--- config.mk ---
export PLATFORM = sky130hd
export DESIGN_NAME = shift_register_param
export DESIGN_NICKNAME = d
export VERILOG_FILES = /design/src/rtl/uart_pkg.sv /design/src/rtl/shift_bit_counter.sv /design/src/rtl/shift_register_param.sv
export SDC_FILE = /design/constraint.sdc
export NUM_CORES = 1
export LEC_CHECK = 0
export BUFFER_PORTS_ARGS = -buffer_cell sky130_fd_sc_hd__buf_2
export CAP_MARGIN = 20
export CORE_MARGIN = 4
export CORE_UTILIZATION = 40
export CTS_BUF_LIST = sky130_fd_sc_hd__clkbuf_16
export DETAILED_ROUTE_END_ITERATION = 8
export GPL_ROUTABILITY_DRIVEN = 1
export GPL_TIMING_DRIVEN = 0
export PLACE_DENSITY_LB_ADDON = 0.1
export SETUP_SLACK_MARGIN = 0.05
export SYNTH_ARGS = -nofsm -noshare
export SYNTH_HDL_FRONTEND = slang
export SYNTH_HIERARCHICAL = 1
export SYNTH_SLANG_ARGS = --single-unit
export TNS_END_PERCENT = 5
--- constraint.sdc ---
create_clock -name clk -period 2.9 [get_ports clk]
set_clock_uncertainty 0.05 [all_clocks]
set_input_delay 0.29 -clock clk [delete_from_list [all_inputs] [get_ports clk]]
set_output_delay 0.29 -clock clk [all_outputs]
set_load 0.02 [all_outputs]
--- src/rtl/uart_pkg.sv ---
// Shared UART constants and helpers used by the shift datapath and its counter.
package uart_pkg;

  localparam int unsigned UART_FRAME_W = 10;
  localparam logic [31:0] IDLE_MARK    = '1;

  function automatic int unsigned CNT_W(input int unsigned width);
    return $clog2(width + 1);
  endfunction

endpackage

--- src/rtl/shift_bit_counter.sv ---
// Counts shifts within a frame; wraps at WIDTH-1 and raises a one-cycle DONE.
module shift_bit_counter
  import uart_pkg::*;
#(
  parameter int unsigned WIDTH = UART_FRAME_W
) (
  input  logic                       clk,
  input  logic                       rst,
  input  logic                       clr,
  input  logic                       load,
  input  logic                       shift,
  output logic [CNT_W(WIDTH)-1:0]    cnt,
  output logic                       done
);

  localparam int unsigned   CW   = CNT_W(WIDTH);
  localparam logic [CW-1:0] LAST = CW'(WIDTH - 1);

  logic [CW-1:0] cnt_d, cnt_q;
  logic          done_d, done_q;

  always_comb begin
    cnt_d  = cnt_q;
    done_d = 1'b0;
    if (clr || load) begin
      cnt_d = '0;
    end else if (shift) begin
      if (cnt_q == LAST) begin
        cnt_d  = '0;
        done_d = 1'b1;
      end else begin
        cnt_d = cnt_q + 1'b1;
      end
    end
  end

  always_ff @(posedge clk or posedge rst) begin
    if (rst) begin
      cnt_q  <= '0;
      done_q <= 1'b0;
    end else begin
      cnt_q  <= cnt_d;
      done_q <= done_d;
    end
  end

  assign cnt  = cnt_q;
  assign done = done_q;

endmodule

--- src/rtl/shift_register_param.sv ---
// Parametrised UART shift register: serial-in/parallel-load, direction fixed at elaboration.
module shift_register_param
  import uart_pkg::*;
#(
  parameter int unsigned      WIDTH     = UART_FRAME_W,
  parameter bit               LSB_FIRST = 1'b1,
  parameter logic [WIDTH-1:0] RST_VAL   = '0
) (
  input  logic                    clk,
  input  logic                    rst,
  input  logic                    CLR,
  input  logic                    LOAD,
  input  logic [WIDTH-1:0]        D,
  input  logic                    SHIFT,
  input  logic                    SDI,
  output logic                    SDO,
  output logic [WIDTH-1:0]        Q,
  output logic [CNT_W(WIDTH)-1:0] CNT,
  output logic                    DONE
);

  logic [WIDTH-1:0] q_d, q_q;
  logic [WIDTH-1:0] q_shift;

  if (LSB_FIRST) begin : g_lsb_first
    assign q_shift = {SDI, q_q[WIDTH-1:1]};
    assign SDO     = q_q[0];
  end else begin : g_msb_first
    assign q_shift = {q_q[WIDTH-2:0], SDI};
    assign SDO     = q_q[WIDTH-1];
  end

  always_comb begin
    q_d = q_q;
    if (CLR) begin
      q_d = RST_VAL;
    end else if (LOAD) begin
      q_d = D;
    end else if (SHIFT) begin
      q_d = q_shift;
    end
  end

  always_ff @(posedge clk or posedge rst) begin
    if (rst) begin
      q_q <= RST_VAL;
    end else begin
      q_q <= q_d;
    end
  end

  assign Q = q_q;

  shift_bit_counter #(
    .WIDTH(WIDTH)
  ) u_cnt (
    .clk  (clk),
    .rst  (rst),
    .clr  (CLR),
    .load (LOAD),
    .shift(SHIFT),
    .cnt  (CNT),
    .done (DONE)
  );

endmodule

### After elaboration in Yosys (flattened, before gate mapping)

Index checks and enable logic that the tools add are counted.

* bits in registers: 15
* output and inout port bits: 16
* word-level logic and storage cells: 17

* add/subtract/negate cells: 1
* equality and inequality tests: 1
* multiplexer cells: 9
* reduce and logical (&&, ||, !) cells: 3

Operators by type and width (number)
* 10-bit 2-to-1 mux: 3
* 4-bit 2-to-1 mux: 3
* 4-bit by 1-bit adder with 4-bit output, second input constant: 1
* 4-bit == test, second input constant: 1
* 1-bit 2-to-1 mux: 3
* 3-bit nonzero test: 1
* 2-bit nonzero test: 1
* 1-bit logical OR: 1

### Depth between registers and ports, before layout

* word-level depth: 4
* mapped depth: 5
* mapped depth without buffers: 5

### Cells and area by module

The synthesis kept the hierarchy.

Modules (own cells, without submodules)
* shift_register_param: times used 1, cells an instance 46, area an instance 521.8 um^2
* shift_bit_counter: times used 1, cells an instance 29, area an instance 277.8 um^2

### Worst setup path after synthesis

No wires, ideal clock.

* path kind: reg2reg
* start point: register u_cnt.cnt_q[1] (netlist: u_cnt/cnt[1])
* end point: register u_cnt.cnt_q[2] (netlist: u_cnt/cnt[2])
* arrival time: 1.307 ns
* data required time: 2.777 ns
* path slack: 1.470 ns
* cell stages (with the launch flop): 6
* buffers on the path: 0
* cells stage by stage: dfrtp_1 > inv_1 > ha_1 > nand3b_2 > or3b_1 > a21oi_2

* word-level cells in the longest chain between the ends: 4
* elaborated cells on any way between the ends: 5
* classes of those cells: 1 x add/sub; 1 x eq/ne; 3 x mux

RTL lines
* start: declaration: line shift_bit_counter.sv:19 `logic [CW-1:0] cnt_d, cnt_q;`
* start signal: assignment: line shift_bit_counter.sv:42 `cnt_q <= cnt_d;`
* 4-bit by 1-bit adder with 4-bit output / 4-bit == test (equally long branches): line shift_bit_counter.sv:32, shift_bit_counter.sv:28
* 4-bit 2-to-1 mux *: line shift_bit_counter.sv:28 `if (cnt_q == LAST) begin`
* 4-bit 2-to-1 mux *: line shift_bit_counter.sv:27 `end else if (shift) begin`
* 4-bit 2-to-1 mux *: line shift_bit_counter.sv:25 `if (clr || load) begin`

Mark *: on every way between the ends. The rest lies on a longest branch, timed or not. The select of a mux whose other input is x is not followed.
A chain may end at the register's enable or synchronous reset.

### Worst setup path in the final report

* start point: register u_cnt.cnt_q[0] (netlist: u_cnt/cnt[0])
* end point: register u_cnt.cnt_q[2] (netlist: u_cnt/cnt[2])

Same word-level chain as after synthesis.

==> impl_results.md <==
* Final WL at 1.75 mm
* Initial Utilization at 44.4%
* Detail Placement HPWL at 1.31 mm
* FF-to-FF Start: u_cnt/cnt[0]
* CTS tree: done
* Post-synth EDFFs at 0
* Core area at around 1800 um^2
* CTS H-tree lvls at 1
* Layout cells sized above 1 at 35.1%
* Area of the multi-input gates at 379 um^2
* RSZ-0062 raised after global routing: no
* Synth Warn # at 6
* Worst setup EP type: flop
* Tcrit/Tclk final at 48.5%
* Via/cell ratio at 4.94
* Post-synth cell types at 22
* DRT iter0 DRCs at 7
* Tot Pwr at roughly 0.00058 W
* GP Congestion at about 0.74
* R2r setup slk at 1.49 ns
* Grt met3 use at 4.27%
* CP Launch Type: flop
* Leakage power at 0.550 nW
* Post-CTS resize count at 0
* Cell Rows at 15
* R2R cell count at 4
* Status: complete, no violations
* Area Overhead vs Synth at 34.4%
* Total global routing overflow at 0
* Slew headroom at 69.3%
* Pwr dens at approximately 540 nW/um^2
* Reg2reg end: u_cnt/cnt[2]
* Buffers on Ports at 31
* Clock transition at path regs at 0.05 ns
* First-pass GRT wire length at 2.99 mm
* Setup TNS at 0 ns
* Crit-path max FO at 7
* Maximum vdd drop at 0.269 mV
* Period minus WS final at 1.41 ns
* Pin count of the biggest net entering global routing at 11
* Syn Area/Cell at around 11 um^2
* Placed inst area at 986 um^2
* Syn Inst Count at 75
* Top Usage Layer GRT: met2
* Drt wl/cell at 12.9 um
* Critical Path RT at 3.02 ns
* Clock root cell: clkbuf_16
* Total number of vias at around 670
* Synth Net Count at 93
* Routed Antenna Nets at 0
* Met2 Use GR at 22.7%
* Die area at 2780 um^2
* GR Util met1 at 19.3%
* ANT cells at 0
* I/O pin count at 32
* First drt pass iteration count at 4
* FF/Latch Area at approximately 380 um^2
* Final Non-Filler Cells at 136
* Fin area at 1070 um^2
* Final hold vios at 0
* Most used DFF post-synth: dfrtp_1
* Vias in the first global route at 690
* Sequential area share after synthesis at 46.9%
* Clk sink count at 15
* Clock buffer depth at 2
* FMAX at 711 MHz
* Yosys reg bits at 15
* Residual DRC at 0
* Hold Startpoint: D[6]
* WHS Path Cells at 3
* # setup viols final at 0
* Worst Hold End: Q[6]
* Die Ht at approximately 53 um
* Placed instance count at 131
* Final #Nets at 130
* Crit path DAT at around 1.5 ns
* Crit path kind: flop to flop
* Clock insertion delay at the later pin of the skew report at 0.24 ns
* Slew Limit Fails at 0
* Die Wd at 52.7 um
* Post-synthesis instance area at 800 um^2
* Initial antenna violation count at 0
* Hold Crit Class: primary input to flop
* Worst Tran Pin Value at 0.460 ns
* Fillers at 161
* Synth async-reset ratio at 100%
* Total GRT Usage at around 15%
* CTS Buf Count at 3
* Number of max-cap violations at 0
==> kinds of logic after synthesis <==
| logic type | after synthesis | synth area share (%) |
|---|---|---|
| flops | 15 | 46.9 |
| buf+inv | 9 | 5.63 |
| mux | 10 | 12.5 |
| simple gates | 22 | 17.2 |
| compound gates | 17 | 14.6 |
| fa+ha+maj | 2 | 3.13 |
==> placed cells by master (no fill, tap or decap) <==
cell and count:
buf_2 31, dfrtp_1 15, mux2i_1 10, nor2b_1 10, a211oi_1 10, inv_1 5
nand2_1 5, clkbuf_16 3, a21oi_1 3, nand3b_1 2, o21ai_0 2, ha_1 2
clkinv_1 1, buf_6 1, clkbuf_1 1, buf_1 1, buf_4 1, dlygate4sd3_1 1
nand3b_2 1, or2_2 1, and4b_1 1, a21boi_0 1, or3b_1 1, a21oi_2 1
nor3_1 1
==> metrics by stage <==
step	utilization (%)	hold slack (ns)	worst slack, ns
6_report	59.7	0.279	1.49
5_1_grt	59.7	0.299	1.41
4_1_cts	59.7	0.286	1.50
3_5_place_dp	54.7	0.170	1.51
3_3_place_gp	54.7	0.164	1.51
2_1_floorplan	-	0.0185	1.47
==> Yosys cell counts (all sizes together) (2+ instances only) <==
cell / count / share of area [%]
inv: 4 / 1.9
dfrtp: 15 / 47
a211oi: 10 / 9.4
mux2i: 10 / 13
nor2b: 10 / 7.8
nand2: 5 / 2.3
ha: 2 / 3.1
o21ai: 2 / 1.3
a21oi: 4 / 3.0
buf: 3 / 2.8
nand3b: 3 / 3.3
==> how the worst max path moves through the flow <==
stage / slack, ns / start / end / cells after the start
2_1_floorplan: 1.47 / u_cnt/cnt[1] / u_cnt/cnt[2] / 5
3_3_place_gp: 1.51 / u_cnt/cnt[0] / u_cnt/cnt[2] / 4
3_5_place_dp: 1.51 / u_cnt/cnt[0] / u_cnt/cnt[2] / 4
4_1_cts: 1.50 / u_cnt/cnt[0] / u_cnt/cnt[2] / 4
5_1_grt: 1.41 / u_cnt/cnt[1] / u_cnt/cnt[2] / 5
6_report: 1.49 / u_cnt/cnt[0] / u_cnt/cnt[2] / 4
==> sequential cells by signal, indices dropped and copies added (netlist names) <==
signal      flops
Q              10
u_cnt/cnt       4
u_cnt/done      1
==> what timing repair did <==
| item | CTS | global route |
|---|---|---|
| hold endpoints to repair | 5 | 0 |
| buffers inserted | 0 | 0 |
| hold buffers | 1 | 0 |
==> worst max-delay path, cell delays in order, from the launching register on <==
cell	delay, ns
dfrtp_1	0.43
ha_1	0.25
nand3b_2	0.11
or3b_1	0.37
a21oi_2	0.12
==> power by group <==
part	internal, W	switching (W)	leakage [nW]
clock network	0.000182	0.0000799	0.0423
logic	0.0000359	0.0000481	0.309
registers	0.000221	0.00000859	0.199
total	0.000439	0.000137	0.550
==> routing by layer <==
layer | share of wire [%] | up-vias | wire (um)
li1 | - | 334 | -
met1 | 48 | 318 | 839
met2 | 46 | 20 | 809
met3 | 5.8 | 0 | 101
met4 | 0 | 0 | 0
met5 | 0 | - | 0
==> final cells by class <==
type | count | area share [%]
multi-input cells | 51 | 35.3
flip-flops and latches | 15 | 34.9
repair buffers | 32 | 15.4
clock buffers | 3 | 6.98
well taps | 25 | 2.91
plain buffers | 4 | 2.44
inverters | 5 | 1.75
clock inverters | 1 | 0.349
No activity file was read; power rests on OpenSTA's default activity.
